--- config.mk ---
export PLATFORM = sky130hd
export DESIGN_NAME = alu_exec_unit
export DESIGN_NICKNAME = d
export VERILOG_FILES = /design/src/rtl/alu_pkg.sv /design/src/rtl/alu_mul_iter.sv /design/src/rtl/alu_exec_unit.sv
export SDC_FILE = /design/constraint.sdc
export NUM_CORES = 1
export LEC_CHECK = 0
export CORE_ASPECT_RATIO = 0.5
export CORE_MARGIN = 2
export CORE_UTILIZATION = 40
export DETAILED_ROUTE_END_ITERATION = 10
export DONT_BUFFER_PORTS = 1
export HOLD_SLACK_MARGIN = 0.05
export PLACE_DENSITY = 0.59
export SLEW_MARGIN = 0
export SYNTH_ARGS = -nofsm -noshare
export SYNTH_HDL_FRONTEND = slang
export SYNTH_SLANG_ARGS = --single-unit
--- constraint.sdc ---
create_clock -name clk -period 2.3 [get_ports clk]
set_clock_uncertainty 0.05 [all_clocks]
set_input_delay 0.46 -clock clk [delete_from_list [all_inputs] [get_ports clk]]
set_output_delay 0.46 -clock clk [all_outputs]
set_load 0.03 [all_outputs]
--- src/rtl/alu_pkg.sv ---
// rtl/alu_pkg.sv - ALU control codes, ALUOp classes and execute-unit FSM states.
package alu_pkg;

    localparam logic [3:0] ALU_ADD  = 4'b0000;
    localparam logic [3:0] ALU_SUB  = 4'b0001;
    localparam logic [3:0] ALU_AND  = 4'b0010;
    localparam logic [3:0] ALU_OR   = 4'b0011;
    localparam logic [3:0] ALU_SLL  = 4'b0100;
    localparam logic [3:0] ALU_SLT  = 4'b0101;
    localparam logic [3:0] ALU_SLTU = 4'b0110;
    localparam logic [3:0] ALU_XOR  = 4'b0111;
    localparam logic [3:0] ALU_SRL  = 4'b1000;
    localparam logic [3:0] ALU_SRA  = 4'b1001;
    localparam logic [3:0] ALU_MUL  = 4'b1010;

    localparam logic [1:0] ALUOP_ADD   = 2'b00;
    localparam logic [1:0] ALUOP_SUB   = 2'b01;
    localparam logic [1:0] ALUOP_FUNCT = 2'b10;
    localparam logic [1:0] ALUOP_ADDI  = 2'b11;

    typedef enum logic [1:0] {
        IDLE = 2'd0,
        EXEC = 2'd1,
        DONE = 2'd2
    } alu_state_e;

endpackage

--- src/rtl/alu_mul_iter.sv ---
// rtl/alu_mul_iter.sv - XLEN-cycle shift-add multiplier, low half of the product.
// Only instantiated when ALU_MUL_EN is defined.
module alu_mul_iter #(
    parameter int XLEN = 32
) (
    input  logic            clk,
    input  logic            rst_n,
    input  logic            i_start,
    input  logic [XLEN-1:0] i_a,
    input  logic [XLEN-1:0] i_b,
    output logic            o_busy,
    output logic            o_done,
    output logic [XLEN-1:0] o_product
);

    localparam int CW = $clog2(XLEN);
    localparam logic [CW-1:0] LAST_STEP = CW'(XLEN - 1);

    logic            r_busy;
    logic [CW-1:0]   r_step;
    logic [XLEN-1:0] r_mcand;
    logic [XLEN-1:0] r_mplier;
    logic [XLEN-1:0] r_acc;
    logic [XLEN-1:0] w_partial;

    // The final step's sum is exposed combinationally so the caller can
    // register it on the same edge that retires step XLEN-1.
    assign w_partial = r_acc + (r_mplier[0] ? r_mcand : '0);
    assign o_product = w_partial;
    assign o_busy    = r_busy;
    assign o_done    = r_busy && (r_step == LAST_STEP);

    always_ff @(posedge clk or negedge rst_n) begin
        if (!rst_n) begin
            r_busy   <= 1'b0;
            r_step   <= '0;
            r_mcand  <= '0;
            r_mplier <= '0;
            r_acc    <= '0;
        end else if (i_start) begin
            r_busy   <= 1'b1;
            r_step   <= '0;
            r_mcand  <= i_a;
            r_mplier <= i_b;
            r_acc    <= '0;
        end else if (r_busy) begin
            r_acc    <= w_partial;
            r_mcand  <= r_mcand << 1;
            r_mplier <= r_mplier >> 1;
            if (r_step == LAST_STEP) begin
                r_busy <= 1'b0;
                r_step <= '0;
            end else begin
                r_step <= r_step + 1'b1;
            end
        end
    end

endmodule

--- src/rtl/alu_exec_unit.sv ---
// rtl/alu_exec_unit.sv - handshaked ALU execute unit with registered result.
// Define ALU_MUL_EN to build the iterative multiplier and the EXEC state.
module alu_exec_unit
    import alu_pkg::*;
#(
    parameter int XLEN = 32
) (
    input  logic            clk,
    input  logic            rst,
    input  logic            in_valid,
    output logic            in_ready,
    input  logic [1:0]      ALUOp,
    input  logic [2:0]      funct3,
    input  logic [6:0]      funct7,
    input  logic [6:0]      op,
    input  logic [XLEN-1:0] src_a,
    input  logic [XLEN-1:0] src_b,
    output logic            out_valid,
    input  logic            out_ready,
    output logic [3:0]      ALUControl,
    output logic [XLEN-1:0] result,
    output logic            zero
);

    localparam int SHW = $clog2(XLEN);

    alu_state_e      r_state;
    logic [3:0]      r_ctrl;
    logic [XLEN-1:0] r_result;
    logic [3:0]      w_ctrl;
    logic [XLEN-1:0] w_alu;
    logic            w_accept;

    function automatic logic [3:0] alu_decode(input logic [1:0] aluop, input logic [2:0] f3,
                                              input logic [6:0] f7, input logic [6:0] opc);
        logic [3:0] c;
        c = ALU_ADD;
        case (aluop)
            ALUOP_ADD:   c = ALU_ADD;
            ALUOP_SUB:   c = ALU_SUB;
            ALUOP_ADDI:  c = ALU_ADD;
            ALUOP_FUNCT: begin
                case (f3)
                    3'b000: begin
`ifdef ALU_MUL_EN
                        if (opc[5] && f7 == 7'b0000001) c = ALU_MUL;
                        else
`endif
                        if (opc[5] && f7[5]) c = ALU_SUB;
                        else c = ALU_ADD;
                    end
                    3'b001:  c = ALU_SLL;
                    3'b010:  c = ALU_SLT;
                    3'b011:  c = ALU_SLTU;
                    3'b100:  c = ALU_XOR;
                    3'b101:  c = f7[5] ? ALU_SRA : ALU_SRL;
                    3'b110:  c = ALU_OR;
                    default: c = ALU_AND;
                endcase
            end
            default:     c = ALU_ADD;
        endcase
        return c;
    endfunction

    function automatic logic [XLEN-1:0] alu_compute(input logic [3:0] c, input logic [XLEN-1:0] a,
                                                    input logic [XLEN-1:0] b);
        logic [XLEN-1:0] y;
        logic [SHW-1:0]  sh;
        sh = b[SHW-1:0];
        case (c)
            ALU_ADD:  y = a + b;
            ALU_SUB:  y = a - b;
            ALU_AND:  y = a & b;
            ALU_OR:   y = a | b;
            ALU_XOR:  y = a ^ b;
            ALU_SLL:  y = a << sh;
            ALU_SRL:  y = a >> sh;
            ALU_SRA:  y = $unsigned($signed(a) >>> sh);
            ALU_SLT:  y = {{(XLEN-1){1'b0}}, $signed(a) < $signed(b)};
            ALU_SLTU: y = {{(XLEN-1){1'b0}}, a < b};
            default:  y = '0;
        endcase
        return y;
    endfunction

    always_comb begin
        w_ctrl = alu_decode(ALUOp, funct3, funct7, op);
        w_alu  = alu_compute(w_ctrl, src_a, src_b);
    end

    // in_ready is a function of state and out_ready only, never of in_valid.
    assign in_ready   = (r_state == IDLE) || ((r_state == DONE) && out_ready);
    assign w_accept   = in_valid && in_ready;
    assign out_valid  = (r_state == DONE);
    assign result     = r_result;
    assign ALUControl = r_ctrl;
    assign zero       = (r_result == '0);

`ifdef ALU_MUL_EN
    logic            w_mul_start;
    logic            w_mul_busy;
    logic            w_mul_done;
    logic [XLEN-1:0] w_mul_prod;

    assign w_mul_start = w_accept && (w_ctrl == ALU_MUL);

    alu_mul_iter #(.XLEN(XLEN)) u_mul (
        .clk       (clk),
        .rst_n     (rst),
        .i_start   (w_mul_start),
        .i_a       (src_a),
        .i_b       (src_b),
        .o_busy    (w_mul_busy),
        .o_done    (w_mul_done),
        .o_product (w_mul_prod)
    );
`endif

    always_ff @(posedge clk or negedge rst) begin
        if (!rst) begin
            r_state  <= IDLE;
            r_ctrl   <= ALU_ADD;
            r_result <= '0;
        end else begin
            case (r_state)
                IDLE, DONE: begin
                    if (w_accept) begin
                        r_ctrl <= w_ctrl;
`ifdef ALU_MUL_EN
                        if (w_ctrl == ALU_MUL) r_state <= EXEC;
                        else
`endif
                        begin
                            r_result <= w_alu;
                            r_state  <= DONE;
                        end
                    end else if (r_state == DONE && out_ready) begin
                        r_state <= IDLE;
                    end
                end
`ifdef ALU_MUL_EN
                EXEC: begin
                    // An idle multiplier here would mean a lost start; recover rather than hang.
                    if (w_mul_done || !w_mul_busy) begin
                        r_result <= w_mul_prod;
                        r_state  <= DONE;
                    end
                end
`endif
                default: r_state <= IDLE;
            endcase
        end
    end

endmodule

==> results of run 1 <==
registers in the layout, indices dropped and copies added (netlist names):
signal and flops:
ALUControl 4, r_state 1, result 32
cells by family (layout without fill, tap and decap cells):
family | after synthesis | after routing | synth area share [%]
buf+inv | 221 | 608 | 8.39
simple gates | 466 | 466 | 19.6
flops | 37 | 37 | 8.53
fa+ha+maj | 101 | 101 | 11.8
mux | 117 | 117 | 17.4
xor+xnor | 7 | 7 | 0.565
compound gates | 532 | 532 | 33.8
power groups by stage:
| stage | clock network, mW | logic [mW] | registers (mW) |
|---|---|---|---|
| 2_1_floorplan | 0 | 1.95 | 1.14 |
| 3_3_place_gp | 0 | 3.73 | 0.980 |
| 3_5_place_dp | 0 | 3.75 | 0.984 |
| 4_1_cts | 0.960 | 3.97 | 0.975 |
| 5_1_grt | 0.978 | 4.41 | 1.01 |
| 6_report | 0.961 | 4.23 | 0.993 |
layout by cell type (no fill, tap or decap), types with 35 or more instances in the layout:
cell type,netlist,final
nand2_1,115,113
buf_4,3,459
o211ai_1,38,38
nor2_1,192,184
inv_1,104,90
o21ai_0,98,82
ha_1,99,83
mux2i_1,44,42
dfrtp_1,37,35
mux4_2,50,50
a21oi_1,138,124
final cells by class:
type	count	area share (%)
Timing Repair Buffer	495	25.4
Clock inverter	3	0.411
Clock buffer	5	0.791
Sequential cell	37	5.87
Tap cell	352	2.79
Multi-Input combinational cell	1223	62.0
Inverter	105	2.79
per-layer routing:
metal | vias up | wire length [µm]
met4 | 0 | 2040
li1 | 6344 | -
met3 | 167 | 7920
met5 | - | 0
met2 | 1027 | 24700
met1 | 7148 | 27200
through the flow:
step	cells	setup TNS (ns)	hold WS (ns)
floorplan	1481	-13.50	0.114
global placement	2185	-19.08	0.116
detailed placement	2185	-20.20	0.116
CTS	2208	-6.86	0.212
global route	2220	-10.36	0.209
finish	2220	-9.52	0.212
path summary, 6_finish.rpt:
| path | start | endpoint |
|---|---|---|
| max | src_b[0] | result[0] |
| min | in_valid | r_state[1] |
| max reg2reg | r_state[1] | result[0] |
| min reg2reg | r_state[1] | r_state[1] |
| max in group asynchronous | rst | result[14] |
| min in group asynchronous | rst | result[30] |
repair_timing:
item	4_1_cts	5_1_grt
pin swaps	61	55
hold endpoints to repair	37	0
setup buffers	14	14
setup endpoints to repair	28	30
hold buffers	2	0
resized for setup	88	60
cloned	1	0
==> results.tsv, run 1 <==
stage	metric	value	unit
run_status	run_status	complete, but fails checks	
run_status	violations	negative setup slack	
sta	slew_headroom	46.5	%
final_layout	post_route_cells_drive_above_1_share	38.6	%
grt	grtUsageMet2	60.2	%
final_layout	n_antenna_cell	0	
yosys	synth_warnings	0	
pwr	powerDensity	391	nW/µm²
route	drt-pass1-iter-count	6	
route	routed_via_density	6.62	
yosys	async_flop_share	100	%
sta	max_freq	0.351	GHz
grt	met1_usage	61.9	%
clock_tree	clk_pin_slew	0.07	ns
yosys	yosysSeqAreaShare	8.53	%
grt	antenna_found_initial	2	
floorplan	fp-row-count	42	
grt	grt_pass1_wl	89.0	mm
place	place_area	14700	µm²
critical_path	r2r_slack	-0.14	ns
yosys	synth_edf_count	0	
grt	grt_use_met3	11.2	%
sta	worst_pin_slew	0.794	ns
yosys	yosysTopAreaCellShare	11.4	%
route	drc	0	
critical_path	cp_max_fo	84	
clock_tree	cts_tree	done	
yosys	synth_area_leaders	ha_1 (11%), mux4_2 (10%), dfrtp_1 (8.5%)	
yosys	yosys.area.top_type	ha_1	
floorplan	die-width	237	µm
route	wire_per_inst	27.9	µm
critical_path	path_buf_inv	3	
critical_path	cp_cell_sequence	ha_4, fa_2, o21bai_4, a2111oi_4, o41ai_4, buf_4, o211ai_1, buf_4, buf_6, nand4_1, nand4_1, a32oi_1, o21ai_1	
yosys	synth_area_per_cell	7.33	µm²
pwr	p_int	3.34	mW
pwr	clkPwrFrac	15.5	%
clock_tree	cts_sinks	37	
sta	setup_ws	-0.550	ns
pwr	ir_worst_vdd	0.000351	V
final_layout	area_growth_syn_to_layout	45.7	%
pwr	leakagePower	6.92	nW
yosys	synth_cells	1481	
place	dpl_worst_slack	-1.06	ns
clock_tree	clk_path_buf_depth	2	
route	drtAntennaViolNets	0	
final_layout	register_area	928	µm²
pwr	swShare	46.1	%
critical_path	r2r_cells	8	
floorplan	pin_count	126	
yosys	yosysMostFrequentCell	nor2_1	
critical_path	worstPathArrival	2.98	ns
yosys	synth-main-ff-cell	dfrtp_1	
route	dr_total_vias	14700	
final_layout	fin_area	15800	µm²
floorplan	design.core.area	26500	µm²
final_layout	multiInputGateArea	9800	µm²
final_layout	fill_cells	2422	
yosys	ys_ff_latch	37	
place	dp_hpwl	49.2	mm
floorplan	die-area	28500	µm²
sta	finalCritPeriodShare	124	%
clock_tree	h-tree-depth	2	
grt	grt-busiest-layer	met1	
hold_path	worstHoldPathType	in2reg	
pwr	p_total	6.19	mW
grt	overflow	0	
grt	grt_max_degree	85	
critical_path	end_kind	flip-flop	
critical_path	cp_top_family	compound AO/OA/AOI/OAI gates	
sta	setup_viol	27	
sta	grt_setup_unrepaired	yes	
route	drt-initial-drc-count	2156	
flow_run	drv_cap	0	
yosys	ys_types	90	
final_layout	post-route-util	59.6	%
final_layout	nNetsFinal	2055	
clock_tree	insertion_delay	0.30	ns
clock_tree	cts-root-buf	clkbuf_16	
yosys	synthTopCellsByCount	nor2_1 (192), a21oi_1 (138), nand2_1 (115), inv_1 (104), ha_1 (99)	
place	port_buffers	0	
sta	slew_viol_final	0	
critical_path	slowest_stage	fa_2	
clock_tree	cts_buffers	5	
pwr	p_sw	2.85	mW
floorplan	start_util	40.9	%
sta	period_needed	2.85	ns
hold_path	whs_path_depth	1	
critical_path	path_class	in2reg	
critical_path	slowest_delay	0.37	ns
critical_path	start_kind	input pin	
critical_path	cp.depth	13	
grt	grtUsageTotal	42.1	%
yosys	netlist_area	10900	µm²
grt	grt_pass1_vias	13400	
route	wl	61.8	mm
yosys	synth_nets	1669	
pwr	power_frac_seq	16.1	%
critical_path	cp.required	2.42	ns
sta	hold_viol	0	
pwr	combPwrFrac	68.4	%
place	globalplace.congestion	1.12	
floorplan	die_y	120	µm
Power figures use the tool's default switching activity.
==> inputs of run 2 (changes only) <==
--- a/config.mk
+++ b/config.mk
@@ -9,9 +9,8 @@
 export CORE_MARGIN = 2
 export CORE_UTILIZATION = 40
 export DETAILED_ROUTE_END_ITERATION = 10
-export DONT_BUFFER_PORTS = 1
 export HOLD_SLACK_MARGIN = 0.05
-export PLACE_DENSITY = 0.59
+export PLACE_DENSITY = 0.65
 export SLEW_MARGIN = 0
 export SYNTH_ARGS = -nofsm -noshare
 export SYNTH_HDL_FRONTEND = slang
==> run 2 against run 1 <==
Against the previous run: the flow still finishes with violations (negative setup slack); count of clock-buffer cells in the layout is 2 higher; worst hold slack got worse by 0.14 ns; highest routed layer unchanged; design area up 25%; first-iteration DRC count up 23%; combinational power increased by 35%; sequential power decreased by 5.7%; via count rose by 15%; clock power decreased by 2.6%.
==> results.tsv, run 2 (synthesized netlist as in run 1, its figures left out) <==
stage	metric	value	unit	change
run_status	run_status	complete, but fails checks		
run_status	violations	negative setup slack		
pwr	leakagePower	8.61	nW	+24%
final_layout	fill_cells	1989		-18%
sta	hold_ws	0.0687	ns	-0.143 ns
floorplan	die-area	28500	µm²	unchanged
grt	grt_use_met3	14.0	%	+2.8 points
route	dr_total_vias	16800		+15%
grt	met1_usage	63.5	%	+1.7 points
place	placed_cells	2398		+9.7%
final_layout	multiInputGateArea	11000	µm²	+12%
clock_tree	clk_pin_slew	0.07	ns	about the same
sta	hold_viol	0		unchanged
final_layout	post-route-util	74.6	%	+15 points
clock_tree	cts_sinks	37		unchanged
floorplan	start_util	40.9	%	unchanged
clock_tree	cts_tree	done		
place	port_buffers	113		+113
final_layout	post_route_cells_drive_above_1_share	51.9	%	+13 points
clock_tree	cts_buffers	5		unchanged
floorplan	fp-row-count	42		unchanged
route	wire_per_inst	27.9	µm	+0.26%
pwr	powerDensity	383	nW/µm²	-2.2%
floorplan	pin_count	126		unchanged
final_layout	largest_reg_flops	32		unchanged
sta	worst_pin_slew	0.745	ns	-0.0491 ns
sta	period_needed	3.01	ns	+0.156 ns
sta	slew_headroom	50.3	%	+3.8 points
final_layout	final_common_cell	buf_4		
clock_tree	insertion_delay	0.32	ns	+0.02 ns
grt	grt-busiest-layer	met2		
final_layout	fin_cells	2525		+14%
final_layout	area_growth_syn_to_layout	82.3	%	
hold_path	worstHoldPathType	in2async		
grt	antenna_found_initial	5		+3
critical_path	path_class	in2reg		
pwr	ir_worst_vdd	0.000288	V	-18%
critical_path	worstPathArrival	3.19	ns	+0.21 ns
route	routed_via_density	6.66		+0.73%
grt	overflow	0		unchanged
sta	setup_viol	32		+19%
sta	finalSetupTns	-12.33	ns	-2.81 ns
critical_path	cp.required	2.49	ns	+0.07 ns
critical_path	start_kind	input pin		
sta	slew_viol_final	0		unchanged
route	wl	70.5	mm	+14%
grt	grt_pass1_wl	98.1	mm	+10%
grt	grt_pass1_vias	15400		+14%
final_layout	nNetsFinal	2357		+15%
place	globalplace.congestion	1.09		-2.8%
sta	setup_ws	-0.706	ns	-0.156 ns
route	drt-initial-drc-count	2652		+23%
floorplan	design.core.area	26500	µm²	unchanged
flow_run	drv_cap	0		unchanged
sta	grt_setup_unrepaired	yes		
clock_tree	clk_path_buf_depth	2		unchanged
grt	grtUsageTotal	45.9	%	+3.8 points
clock_tree	hold_buffers	0		-2
clock_tree	h-tree-depth	2		unchanged
floorplan	die-width	237	µm	unchanged
sta	finalCritPeriodShare	131	%	+6.8 points
grt	grt_max_degree	53		-38%
sta	max_freq	0.333	GHz	-5.2%
place	dp_hpwl	52.2	mm	+6.1%
clock_tree	cts-root-buf	clkbuf_16		
final_layout	layout_common_cells	buf_4 (576), nor2_1 (167), nand2_1 (106)		
floorplan	die_y	120	µm	unchanged
grt	grtUsageMet2	67.3	%	+7.1 points
final_layout	register_area	927	µm²	-0.13%
critical_path	cp_max_fo	4		-95%
route	drtAntennaViolNets	0		unchanged
route	drt-pass1-iter-count	7		+1
critical_path	end_kind	flip-flop		
route	drc	0		unchanged
-- run 2: metrics by stage --
stage	setup slack [ns]	total power, mW	cell area [µm²]
after floorplan	-0.823	3.08	11200
after global placement	-1.51	5.35	16500
after detailed placement	-1.62	5.41	16500
after CTS	-0.611	6.96	18900
after global routing	-0.762	7.76	19800
final	-0.706	7.57	19800
-- run 2: area by class of cell --
type                    instances  share of cell area, %
repair buffers                797                   34.6
flip-flops and latches         37                   4.68
inverters                     105                   2.17
multi-input cells            1223                   55.4
clock buffers                   7                  0.721
clock inverters                 1                  0.152
well taps                     352                   2.23
diodes                          3                 0.0379
-- run 2: where the power goes --
part / total (mW) / switching, mW / internal (mW)
clock: 0.936 / 0.391 / 0.546
combinational: 5.70 / 3.05 / 2.65
sequential: 0.936 / 0.158 / 0.778
total: 7.57 / 3.60 / 3.97
-- run 2: timing repair --
action | in CTS | in global routing
setup endpoints to repair | 33 | 33
cloned | 3 | 2
buffers inserted | 80 | 49
resized for setup | 501 | 164
pin swaps | 147 | 106
-- run 2: per-layer routing --
metal	part of all wire, %	vias up
li1	-	6974
met1	39	8065
met2	41	1481
met3	15	306
met4	5.1	0
met5	0	-
-- run 2: critical path, stage by stage --
cell and delay (ns):
buf_8 0.09, inv_4 0.04, ha_4 0.15, fa_2 0.37
o21bai_4 0.19, a2111oi_4 0.11, o41ai_4 0.34, buf_4 0.22
o211ai_1 0.15, buf_4 0.20, and4_1 0.14, a221o_1 0.27
or3_1 0.32, a41oi_2 0.14
-- run 2: final timing paths --
path	from	endpoint	slack, ns	cells after the start
max in group asynchronous	rst	result[2]	1.87	2
max	src_a[0]	result[26]	-0.71	14
min reg2reg	ALUControl[3]	ALUControl[3]	0.44	2
min in group clk	ALUControl[3]	ALUControl[3]	0.44	2
min	rst	result[31]	0.07	2
max reg2reg	r_state[1]	result[25]	-0.02	9
